**src/rtl/piso_serializer_controller.sv**
```systemverilog
// -----------------------------------------------------------------------------
// piso_serializer_controller
//
// Sequencer for an N-bit parallel-in/serial-out shift register. It accepts
// parallel words on a valid/ready handshake, drives the PISO load/shift/enable
// controls and turns the PISO serial output into a qualified bit stream
// (MSB first). After each frame it inserts GAP_CYCLES idle cycles and counts
// completed frames.
//
// Optional feature (compile-time macro PISO_SERIALIZER_CONTROLLER_PARITY_EN):
//   when defined, an even-parity bit (XOR of the held word) follows the data
//   bits and Frame_Done_Out moves to that parity cycle.
//
// Parameters:
//   DATA_WIDTH  - word width, must match the PISO width (>= 2)
//   GAP_CYCLES  - idle cycles after each frame before the next accept (0..255)
//   COUNT_WIDTH - width of the wrapping completed-frame counter
//
// Ports:
//   Clk_In           in   clock, rising edge
//   Reset_In         in   synchronous active-high reset
//   Data_Valid_In    in   client word valid
//   Data_In          in   client word
//   Data_Ready_Out   out  controller can accept a word (IDLE only)
//   Piso_Enable_Out  out  to PISO Enable_In
//   Piso_Load_Out    out  to PISO Load_Data_Signal_In
//   Piso_Shift_Out   out  to PISO Shift_Data_Signal_In
//   Piso_Data_Out    out  to PISO Parallel_Data_In (held word)
//   Piso_Serial_In   in   from PISO Serial_Data_Out
//   Tx_Data_Out      out  framed serial bit (0 when not valid)
//   Tx_Valid_Out     out  Tx_Data_Out carries a frame bit this cycle
//   Frame_Done_Out   out  one-cycle pulse on the last bit of a frame
//   Busy_Out         out  high in any state other than IDLE
//   Frame_Count_Out  out  completed frames, wraps
// -----------------------------------------------------------------------------
module piso_serializer_controller #(
    parameter int DATA_WIDTH  = 4,
    parameter int GAP_CYCLES  = 0,
    parameter int COUNT_WIDTH = 8
) (
    input  logic                   Clk_In,
    input  logic                   Reset_In,
    input  logic                   Data_Valid_In,
    input  logic [DATA_WIDTH-1:0]  Data_In,
    output logic                   Data_Ready_Out,
    output logic                   Piso_Enable_Out,
    output logic                   Piso_Load_Out,
    output logic                   Piso_Shift_Out,
    output logic [DATA_WIDTH-1:0]  Piso_Data_Out,
    input  logic                   Piso_Serial_In,
    output logic                   Tx_Data_Out,
    output logic                   Tx_Valid_Out,
    output logic                   Frame_Done_Out,
    output logic                   Busy_Out,
    output logic [COUNT_WIDTH-1:0] Frame_Count_Out
);

    localparam int              BIT_W    = $clog2(DATA_WIDTH);
    localparam logic [BIT_W-1:0] LAST_BIT = BIT_W'(DATA_WIDTH - 1);
    localparam bit              HAS_GAP  = (GAP_CYCLES > 0);
    localparam logic [7:0]      GAP_LAST = HAS_GAP ? 8'(GAP_CYCLES - 1) : 8'd0;

`ifdef PISO_SERIALIZER_CONTROLLER_PARITY_EN
    typedef enum logic [2:0] {S_IDLE, S_LOAD, S_SHIFT, S_PARITY, S_GAP} state_t;
`else
    typedef enum logic [2:0] {S_IDLE, S_LOAD, S_SHIFT, S_GAP} state_t;
`endif

    // Where a frame goes once its final bit has been emitted.
    localparam state_t POST_FRAME = HAS_GAP ? S_GAP : S_IDLE;

    state_t                   state, state_next;
    logic [BIT_W-1:0]         bit_count;
    logic [7:0]               gap_count;
    logic [DATA_WIDTH-1:0]    hold_reg;
    logic [COUNT_WIDTH-1:0]   frame_count;
    logic                     last_data_bit;
    logic                     frame_done;

    assign last_data_bit = (state == S_SHIFT) && (bit_count == LAST_BIT);

`ifdef PISO_SERIALIZER_CONTROLLER_PARITY_EN
    assign frame_done = (state == S_PARITY);
`else
    assign frame_done = last_data_bit;
`endif

    // NOTE: every register here is a handful of flops, so all of them (including
    // the word holding register) are cleared by reset; nothing is left undefined.
    always_ff @(posedge Clk_In) begin
        // NOTE: non-blocking assignments so every register samples the values
        // from before this edge, independent of statement order.
        if (Reset_In) begin
            state       <= S_IDLE;
            bit_count   <= '0;
            gap_count   <= '0;
            hold_reg    <= '0;
            frame_count <= '0;
        end else begin
            state <= state_next;

            // Ready is high throughout IDLE, so valid alone completes the handshake.
            if (state == S_IDLE && Data_Valid_In)
                hold_reg <= Data_In;

            if (state == S_SHIFT)
                bit_count <= bit_count + BIT_W'(1);
            else
                bit_count <= '0;

            if (state == S_GAP)
                gap_count <= gap_count + 8'd1;
            else
                gap_count <= '0;

            if (frame_done)
                frame_count <= frame_count + COUNT_WIDTH'(1);
        end
    end

    always_comb begin
        // NOTE: default first so every path assigns state_next; no latch inferred.
        state_next = state;
        case (state)
            S_IDLE:   if (Data_Valid_In) state_next = S_LOAD;
            S_LOAD:   state_next = S_SHIFT;
`ifdef PISO_SERIALIZER_CONTROLLER_PARITY_EN
            S_SHIFT:  if (last_data_bit) state_next = S_PARITY;
            S_PARITY: state_next = POST_FRAME;
`else
            S_SHIFT:  if (last_data_bit) state_next = POST_FRAME;
`endif
            S_GAP:    if (gap_count == GAP_LAST) state_next = S_IDLE;
            default:  state_next = S_IDLE;
        endcase
    end

    // Outputs decode purely from registered state; reset forces them all low.
    always_comb begin
        Data_Ready_Out  = 1'b0;
        Piso_Enable_Out = 1'b0;
        Piso_Load_Out   = 1'b0;
        Piso_Shift_Out  = 1'b0;
        Piso_Data_Out   = '0;
        Tx_Data_Out     = 1'b0;
        Tx_Valid_Out    = 1'b0;
        Frame_Done_Out  = 1'b0;
        Busy_Out        = 1'b0;
        Frame_Count_Out = '0;
        if (!Reset_In) begin
            Piso_Data_Out   = hold_reg;
            Busy_Out        = (state != S_IDLE);
            Frame_Count_Out = frame_count;
            Frame_Done_Out  = frame_done;
            case (state)
                S_IDLE: Data_Ready_Out = 1'b1;
                S_LOAD: begin
                    Piso_Enable_Out = 1'b1;
                    Piso_Load_Out   = 1'b1;
                end
                S_SHIFT: begin
                    Piso_Enable_Out = 1'b1;
                    Tx_Valid_Out    = 1'b1;
                    Tx_Data_Out     = Piso_Serial_In;
                    // The last data bit is already on the PISO output; shifting
                    // again would only push a fill bit in.
                    Piso_Shift_Out  = !last_data_bit;
                end
`ifdef PISO_SERIALIZER_CONTROLLER_PARITY_EN
                S_PARITY: begin
                    Piso_Enable_Out = 1'b1;
                    Tx_Valid_Out    = 1'b1;
                    Tx_Data_Out     = ^hold_reg;
                end
`endif
                default: ;
            endcase
        end
    end

endmodule

```
**config.mk**
```make
export PLATFORM = sky130hd
export DESIGN_NAME = piso_serializer_controller
export DESIGN_NICKNAME = d
export VERILOG_FILES = /design/src/rtl/piso_serializer_controller.sv
export SDC_FILE = /design/constraint.sdc
export NUM_CORES = 1
export LEC_CHECK = 0
export BUFFER_PORTS_ARGS = -buffer_cell sky130_fd_sc_hd__buf_2
export CAP_MARGIN = 20
export CELL_PAD_IN_SITES_DETAIL_PLACEMENT = 0
export CELL_PAD_IN_SITES_GLOBAL_PLACEMENT = 2
export CORE_UTILIZATION = 34
export CTS_BUF_LIST = sky130_fd_sc_hd__clkbuf_8
export CTS_CLUSTER_SIZE = 8
export DETAILED_ROUTE_END_ITERATION = 8
export PLACE_DENSITY = 0.95
export SLEW_MARGIN = 15
export SYNTH_ARGS = -nofsm -noshare
export SYNTH_HDL_FRONTEND = slang
export SYNTH_SLANG_ARGS = --single-unit
```
**constraint.sdc**
```tcl
create_clock -name Clk_In -period 2.5 [get_ports Clk_In]
set_input_delay 0.5 -clock Clk_In [delete_from_list [all_inputs] [get_ports Clk_In]]
set_output_delay 0.5 -clock Clk_In [all_outputs]
set_load 0.1 [all_outputs]
```
==> impl_results.md <==
* Status: finished clean
* Total number of yosys warnings at 0
* Worst slew margin at 67.75%
* Layout area overhead at 19.11%
* Max-Cap Viols at 0
* Fin crit period at 2.216 ns
* H-tree depth at 1
* Max-slew violation count at 0
* Clk sinks at 24
* Area post-placement at about 1400 um2
* RePlAce Congestion at around 0.79
* Final count of negative-setup-slack endpoints at 0
* Diode count at 0
* Post-cts gate resize count at 0
* Distinct cells, synth at 24
* TritonCTS buffer count at 3
* Vias at ~970
* Clk Latency, worst-skew pair at approximately 0.26 ns
* Final Hold Fails at 0
* First-pass GRT wire length at 3581 um
* Cell area after layout at roughly 1400 um2
* Worst EP required at roughly 2.0 ns
* Worst Setup EP: Data_Ready_Out
* Share of the synthesized area in the top cell type at between 30% and 40%
* Die area at 3786 um2
* Post-CTS setup buffers at 0
* Reg-to-reg startpoint: gap_count[0]
* RSZ-0062 raised after global routing: no
* Power Density at about 680 nW/um2
* Vias per inst at ~4.6
* FP Rows at 21
* Worst min path class: reg -> reg
* CP max FO at 8
* Fmax at about 0.45 GHz
* DRC violations left at 0
* Post-route setup slack at between 0.2 and 0.3 ns
* Wire per inst at ~10 um
* Critical path depth at 5
* Die X at 61.53 um
* Worst reg2reg setup slack at approximately 0.72 ns
* Largest net degree at the start of global routing at 32
* Critical-path cell list: inv_1 -> ha_1 -> inv_1 -> nor2_1 -> buf_2
* GRT Resource Usage Total at ~13%
* Port bufs at 27
* Sequential share of the synthesized area at between 30 and 40%
* Critical R2R Capture: state[0]
* Least-Margin Pin Slew at a little under 0.5 ns
* CP peak stage delay at approximately 0.43 ns
* Initial antenna violation count at 0
* Critical path's top delay family: buffers and inverters
* Top post-synthesis cells by area: dfxtp_1 (40%), ha_1 (9.3%), xor2_1 (8.0%), nor2b_1 (7.3%), nor2_1 (6.2%)
* Setup Skew at 0.008376 ns
* Layout cells sized above 1 at 22.29%
* VDD IR max at 439.2 uV
* TritonCTS clock tree: yes
* Core ar. at between 3000 and 4000 um2
* Setup WS pre-CTS at about 0.57 ns
* Synthesized area at roughly 1200 um2
* Worst-case clock buffer depth at 2
* Die extent in y at slightly above 60 um
* Antenna-violating nets left at 0
* Critical path arrival at ~1.7 ns
* Critical Path Source Type: flip-flop
* # IOs at 28
* FF+latch count, synth at 24
* Lkg Pwr at between 0.6 and 0.7 nW
* Vias in the first global route at ~820
* Initial Utilization at between 30% and 40%
* Syn Nets at between 150 and 200
* DP HPWL at roughly 1600 um
* Crit end category: output port
* Post-CTS Hold Buffers at 0
* Clock slew at reported path FFs at 0.09 ns
* Synth Instances at between 100 and 150
* Crit path launch: state[0]
* Kind of critical path: reg -> out
* Grt ovf at 0
* Wirelength, routed at 2214 um
* Worst r2r path cells at 6
* Slowest cell on crit path: buf_2
* CP dominant cell by count: inv_1
* Final Cycle Share at just under 90%
* Fin nets at between 150 and 200
* Synth area leader: dfxtp_1
* Syn avg cell area at approximately 8.6 um2
* Root Buffer: clkbuf_8
* DR iter-0 viols at 42
* Crit path buf inv count at 3
* Iteration count of the initial detailed-routing pass at 4
-- worst min-delay path by stage --
stage / from / endpoint / slack (ns) / cells past startpoint
2_1_floorplan: bit_count[0] / bit_count[0] / 0.40 / 1
3_3_place_gp: bit_count[0] / bit_count[0] / 0.41 / 1
3_5_place_dp: bit_count[0] / bit_count[0] / 0.42 / 1
4_1_cts: bit_count[0] / bit_count[0] / 0.43 / 1
5_1_grt: bit_count[0] / bit_count[0] / 0.44 / 1
6_report: bit_count[0] / bit_count[0] / 0.43 / 1
-- worst reg2reg max path, delay by kind of cell, from the launching register on --
family	cells	cell delay (ns)
DFF	1	0.36
AOI/OAI and AO/OA	3	0.64
and+or+nand+nor	1	0.47
adders and majority gates	1	0.13
buffers and inverters	1	0.07
-- layout by cell type (no fill, tap or decap) --
cell | Yosys | routed
buf_2 | 0 | 27
dfxtp_1 | 24 | 24
nor2_1 | 20 | 19
nor2b_1 | 14 | 13
xor2_1 | 11 | 11
nand3_1 | 11 | 11
ha_1 | 9 | 9
inv_1 | 7 | 7
nand2_1 | 7 | 7
a21oi_1 | 6 | 6
and2_1 | 4 | 4
and3_1 | 4 | 4
nand4_1 | 4 | 4
clkbuf_8 | 0 | 4
nand2b_1 | 2 | 2
xnor2_1 | 2 | 2
o21ai_0 | 2 | 2
inv_2 | 1 | 1
nor2_2 | 0 | 1
nor2b_2 | 0 | 1
mux2i_1 | 1 | 1
o22a_1 | 1 | 1
or4b_4 | 1 | 1
o41ai_2 | 1 | 1
o22ai_1 | 1 | 1
o41a_1 | 1 | 1
buf_4 | 2 | 1
-- final cells by class --
type                            instances  area (um2)
Timing Repair Buffer                   28       142.6
Tap cell                               46       57.56
Fill cell                             361        1928
Inverter                                8       30.03
Clock buffer                            4       55.05
Multi-Input combinational cell        102       669.4
Sequential cell                        24       480.5
-- logic make-up after synthesis --
group,share of synthesized area [%]
AO/OA/AOI/OAI,6.854
XOR/XNOR,9.450
adder cells (fa/ha/maj),9.346
buffers and inverters,4.984
flip-flops,39.88
multiplexers,0.8308
AND/OR/NAND/NOR,28.66
-- layer usage --
metal  global-route usage [%]  part of all wire, %
met1                    16.11                   48
met4                    2.857                 0.86
met3                    3.782                  3.3
met2                    21.04                   47
met5                        0                    0
-- per-stage QoR --
stage                     setup TNS (ns)  std cells  power [W]  hold slack [ns]  util (%)
after floorplan                  -0.4024        140  0.0006771           0.3992         -
after global placement                 0        208  0.0007153           0.4083     41.03
after detailed placement               0        208  0.0007197           0.4176     41.03
after CTS                              0        212  0.0009796           0.4292     42.67
after global routing                   0        212   0.001018           0.4404     42.67
final                                  0        212  0.0009728           0.4274     42.67
-- power by group --
part	leakage (nW)	total [W]	switching, W	internal [W]
Clock	0.0288	0.000263	0.000122	0.000140
Combinational	0.436	0.000297	0.000232	0.0000646
Sequential	0.194	0.000413	0.0000143	0.000399
Total	0.659	0.000973	0.000369	0.000604
-- synth_stat cells, drive strengths merged --
cell type	instances
nor2	20
nand2b	2
o41ai	1
o22a	1
xnor2	2
o41a	1
and3	4
o22ai	1
and2	4
ha	9
nand2	7
o21ai	2
dfxtp	24
mux2i	1
inv	8
xor2	11
buf	2
or4b	1
nand3	11
a21oi	6
nand4	4
nor2b	14
clkbuf	4
Note: power is estimated with default switching activity, not from simulation.
